<file path="src/rtl/sequential_multiplier_if.sv">
// sequential_multiplier_if: start/done handshake and operand/product bus for the multiplier
interface sequential_multiplier_if #(parameter int N = 32);
    logic [N-1:0] multiplicand;
    logic [N-1:0] multiplier;
    logic start;
    logic [2*N-1:0] product;
    logic done;
    logic busy;
    modport master(output multiplicand, multiplier, start, input product, done, busy);
    modport slave(input multiplicand, multiplier, start, output product, done, busy);
endinterface

</file>
<file path="src/rtl/sequential_multiplier.sv">
// sequential_multiplier: unsigned NxN shift-and-add multiplier, one partial-product bit per clock
module sequential_multiplier #(parameter int N = 32) (
    input logic clk,
    input logic rst,
    sequential_multiplier_if.slave bus
);
    localparam int CW = $clog2(N + 1);
    typedef enum logic [1:0] {IDLE, CALC, FINISH} state_t;
    state_t state, state_n;
    logic [N-1:0] mcand_reg, mplier_reg, acc_hi;
    logic [CW-1:0] count;
    logic [N:0] sum;
    logic [2*N-1:0] product;
    logic done, busy;
    assign bus.product = product;
    assign bus.done = done;
    assign bus.busy = busy;
    assign sum = {1'b0, acc_hi} + (mplier_reg[0] ? {1'b0, mcand_reg} : '0);
    // state register
    always_ff @(posedge clk) begin
        if (rst) state <= IDLE;
        else state <= state_n;
    end
    // next state: accept in IDLE, leave CALC on the last iteration, FINISH always returns to IDLE
    always_comb begin
        state_n = state;
        case (state)
            IDLE:    state_n = bus.start ? CALC : IDLE;
            CALC:    state_n = (count == CW'(1)) ? FINISH : CALC;
            default: state_n = IDLE;
        endcase
    end
    // datapath: load operands, shift-add with the carry kept in sum[N], publish the product
    always_ff @(posedge clk) begin
        if (rst) begin
            mcand_reg <= '0;
            mplier_reg <= '0;
            acc_hi <= '0;
            count <= '0;
            product <= '0;
            done <= 1'b0;
            busy <= 1'b0;
        end else begin
            case (state)
                IDLE: begin
                    done <= 1'b0;
                    if (bus.start) begin
                        mcand_reg <= bus.multiplicand;
                        mplier_reg <= bus.multiplier;
                        acc_hi <= '0;
                        count <= CW'(N);
                        busy <= 1'b1;
                    end
                end
                CALC: begin
                    acc_hi <= sum[N:1];
                    mplier_reg <= {sum[0], mplier_reg[N-1:1]};
                    count <= count - CW'(1);
                end
                default: begin
                    product <= {acc_hi, mplier_reg};
                    done <= 1'b1;
                    busy <= 1'b0;
                end
            endcase
        end
    end
endmodule

</file>
<file path="src/flat_wrapper.sv">
// flat-port wrapper written by rule: the top's interface ports become plain ports
module sequential_multiplier_flat 
#(parameter int N = 32)
  (clk, rst, bus_multiplicand, bus_multiplier, bus_start, bus_product, bus_done, bus_busy);
  sequential_multiplier_if #(.N(N)) bus_i ();
  input logic clk;
  input logic rst;
  input wire logic [$bits(bus_i.multiplicand)-1:0] bus_multiplicand;
  input wire logic [$bits(bus_i.multiplier)-1:0] bus_multiplier;
  input wire logic [$bits(bus_i.start)-1:0] bus_start;
  output wire logic [$bits(bus_i.product)-1:0] bus_product;
  output wire logic [$bits(bus_i.done)-1:0] bus_done;
  output wire logic [$bits(bus_i.busy)-1:0] bus_busy;
  assign bus_i.multiplicand = bus_multiplicand;
  assign bus_i.multiplier = bus_multiplier;
  assign bus_i.start = bus_start;
  assign bus_product = bus_i.product;
  assign bus_done = bus_i.done;
  assign bus_busy = bus_i.busy;
  sequential_multiplier #(.N(N)) u_core (.clk(clk), .rst(rst), .bus(bus_i));
endmodule
</file>
<file path="config.mk">
export PLATFORM = sky130hd
export DESIGN_NAME = sequential_multiplier_flat
export DESIGN_NICKNAME = d
export VERILOG_FILES = /design/src/rtl/sequential_multiplier_if.sv /design/src/rtl/sequential_multiplier.sv /design/src/flat_wrapper.sv
export SDC_FILE = /design/constraint.sdc
export NUM_CORES = 1
export LEC_CHECK = 0
export CAP_MARGIN = 20
export CORE_UTILIZATION = 40
export CTS_BUF_LIST = sky130_fd_sc_hd__clkbuf_8
export CTS_CLUSTER_SIZE = 14
export DETAILED_ROUTE_END_ITERATION = 7
export SLEW_MARGIN = 20
export SYNTH_ARGS = -nofsm -noshare
export SYNTH_HDL_FRONTEND = slang
export SYNTH_SLANG_ARGS = --single-unit
</file>
<file path="constraint.sdc">
create_clock -name clk -period 3.4 [get_ports clk]
set_clock_uncertainty 0.15 [all_clocks]
set_input_delay 0.68 -clock clk [delete_from_list [all_inputs] [get_ports clk]]
set_output_delay 0.68 -clock clk [all_outputs]
set_load 0.005 [all_outputs]
</file>
==> results.md <==
* H-tree levels at 4
* Most flops, register: u_core.bus.product
* Antenna violations before repair at 0
* Final Wtd Congestion at 0.883
* Crit-path cells: and2_1, ha_1, inv_1, fa_1, nand2b_1, a21o_1, a21oi_2, o311ai_1, a211o_1, and3_1, o31ai_2
* Post-CTS resize count at 0
* 1st-iter DRT viols at around 380
* Max-slew violations at 0
* Post-synthesis cell count at 1,012
* Root buf cell: clkbuf_8
* Via/cell ratio at ~5
* WL final at roughly 21 mm
* Final setup viols at 0
* R2r setup slk at just under 400 ps
* Post-synth ARST share at 0%
* RSZ-0062 raised after global routing: no
* Worst reg2reg path depth at 11
* Fin crit period at 3010 ps
* Initial core utilization at around 41%
* Setup TNS at 0 ps
* Clock Pin Slew Worst Setup and Hold Paths at 90 ps
* Detailed Place HPWL at 14.3 mm
* Global Route met2 Usage at a little under a third
* Post-synthesis sequential area ratio at 41.2%
* Period utilisation layout at between 80% and 90%
* Status: completed
* Yosys cell types at 58
* Pre-Repair DR Iteration Count at 5
* Largest delay share family, worst path: compound AO/OA/AOI/OAI gates
* Seq cells post-synth at 170
* EDFF count, synth at 0
* CTS tree: yes
* Syn Nets at 1,114
* Synthesis warning total at 0
* M1 GR Usage at 27.9%
* Critical R2R Launch: u_core.mplier_reg[0]
* Fin cells at 1,395
* Slowest cell on the critical path: dfxtp_1
* Worst path max stage delay at about 440 ps
* Height of the die at 146 microns
* HP Class: flip-flop to flip-flop
* HP Start: u_core.mcand_reg[31]
* Drt wl/cell at 14.8 microns
* Total CTS buffers at 17
* Critical path arrival at 3240 ps
* WP buf/inv at 1
* Antenna viol nets, final at 0
* Worst-margin pin slew at ~900 ps
* Global-route wire length before repair at about 35 mm
* Reg-to-Reg End: u_core.acc_hi[25]
* Chip Width at 146 microns
* Hold Path End: u_core.mcand_reg[31]
* Cts hold-fix bufs at 0
* PwrDens at 393 nW/um^2
* Layout net count at about 1,200
* Via count at 7,167
* GR Util All Layers at 20.0%
* WHS Path Cells at 2
* Die area at 21,200 sq um
* Critical Path Source Type: flip-flop
* Setup Fix Bufs, Post-CTS at 0
* # diodes at 0
* Worst skew pair latency at between 400 and 500 ps
* Hold Vio Cnt, Final at 0
* CTS max path bufs at 2
* Largest register FFs at 64
* Port bufs at 132
* Worst setup EP type: flip-flop
* DRC at 0
* Leak at around 3.7 nW
* Ys flop type: dfxtp_1
* Row count at 52
* Met3 Use GR at 3.45%
* Number of I/O pins at roughly 130
* Area Growth Syn to Fin at 23.3%
* Gr ovfl total at 0
* Pin count of the biggest net entering global routing at between 60 and 70
* Critical path class: flip-flop to flip-flop
* Crit Path Max Fanout at 8
* Number of global-route vias before repair at 6,933
* Fmax at 333 MHz
* GR peak layer: met2
* Max IR drop VDD at roughly 230 uV
* Synthesized cell area at just over 8000 sq um
* Clock Sinks at 170
* Core area at 20,200 sq um
* Layout cells sized above 1 at under 10%
* CP Launch Point: u_core.mplier_reg[0]
* Synthesized area per cell at 8.17 sq um
* Slew margin rel. at 40.2%
* Placed cell count at around 1,400
* WP data required at roughly 3600 ps
* Max-capacitance violation count at 0
-- synth_stat cells, types with 6 or more instances --
cell type | count | share of area [%]
clkbuf_1 | 50 | 2.3
xnor2_1 | 16 | 1.7
a21o_1 | 12 | 1.1
buf_2 | 7 | 0.42
dfxtp_1 | 170 | 41
nand3_1 | 19 | 1.2
nand2_1 | 183 | 8.3
o21ai_1 | 18 | 1.1
buf_1 | 8 | 0.36
xor2_1 | 7 | 0.74
o21ai_0 | 25 | 1.5
nor3_1 | 13 | 0.79
a311oi_1 | 33 | 3.5
mux2i_1 | 67 | 8.1
a21oi_1 | 79 | 4.8
ha_1 | 34 | 5.1
nor2_1 | 137 | 6.2
nand2b_1 | 6 | 0.45
a31oi_1 | 12 | 0.91
and2_1 | 36 | 2.7
inv_1 | 14 | 0.64
-- worst max path at each step --
stage	endpoint	slack, ps	cells after the start
after floorplan	u_core.acc_hi[25]	510	12
after global placement	u_core.acc_hi[25]	510	11
after detailed placement	u_core.acc_hi[25]	420	11
after CTS	u_core.acc_hi[25]	400	11
after global routing	u_core.acc_hi[20]	130	10
final	u_core.acc_hi[25]	390	11
-- routing by layer --
metal | up-vias | routed length (microns)
li1 | 3699 | -
met1 | 3345 | 10700
met2 | 103 | 9250
met3 | 20 | 551
met4 | 0 | 239
met5 | - | 0
-- kinds of logic (layout without fill, tap and decap cells) --
logic type,Yosys count,in the layout,synth area share [%]
DFF,170,170,41.2
and+or+nand+nor,417,417,21.6
adders and majority gates,35,35,5.39
buffers and inverters,79,192,3.69
AOI/OAI and AO/OA,220,220,17.5
xor gates and xnor gates,23,23,2.44
muxes,68,68,8.25
-- placed cells by master (no fill, tap or decap), types with 19 or more instances in the layout --
master / netlist / routed
a21oi_1: 79 / 79
a311oi_1: 33 / 33
and2_1: 36 / 35
clkdlybuf4s50_1: 0 / 131
dfxtp_1: 170 / 169
ha_1: 34 / 34
mux2i_1: 67 / 67
nand2_1: 183 / 182
nand3_1: 19 / 19
nor2_1: 137 / 137
o21ai_0: 25 / 25
-- power breakdown --
part | leakage, nW | total, mW | internal [mW] | switching [mW]
combinational | 2.15 | 0.444 | 0.192 | 0.252
clock | 0.194 | 1.42 | 0.618 | 0.807
sequential | 1.38 | 2.13 | 2.07 | 0.0604
total | 3.73 | 4.00 | 2.88 | 1.12
-- through the flow --
stage / hold slack (ps) / power, mW / cell area (sq um) / util [%] / worst slack [ps]
after global placement: 291 / 2.62 / 9800 / 48.4 / 514
final: 302 / 4.00 / 10200 / 50.4 / 394
after detailed placement: 293 / 2.63 / 9800 / 48.4 / 423
after CTS: 306 / 4.06 / 10200 / 50.4 / 399
after global routing: 324 / 4.20 / 10200 / 50.4 / 126
after floorplan: 282 / 2.44 / 8270 / - / 513
-- layout make-up --
type | instances | area (sq um)
clock inverters | 14 | 139
inverters | 14 | 52.6
multi-input cells | 763 | 4570
well taps | 270 | 338
flip-flops and latches | 170 | 3410
clock buffers | 18 | 248
fillers | 1978 | 10000
repair buffers | 146 | 1440
-- worst reg2reg max path: cells and delay by family (launching register included) --
kind | cells | cell delay (ps)
compound gates | 5 | 1190
fa+ha+maj | 2 | 520
buf+inv | 1 | 60
flops | 1 | 440
simple gates | 3 | 550
Note: power is estimated with default switching activity, not from simulation.
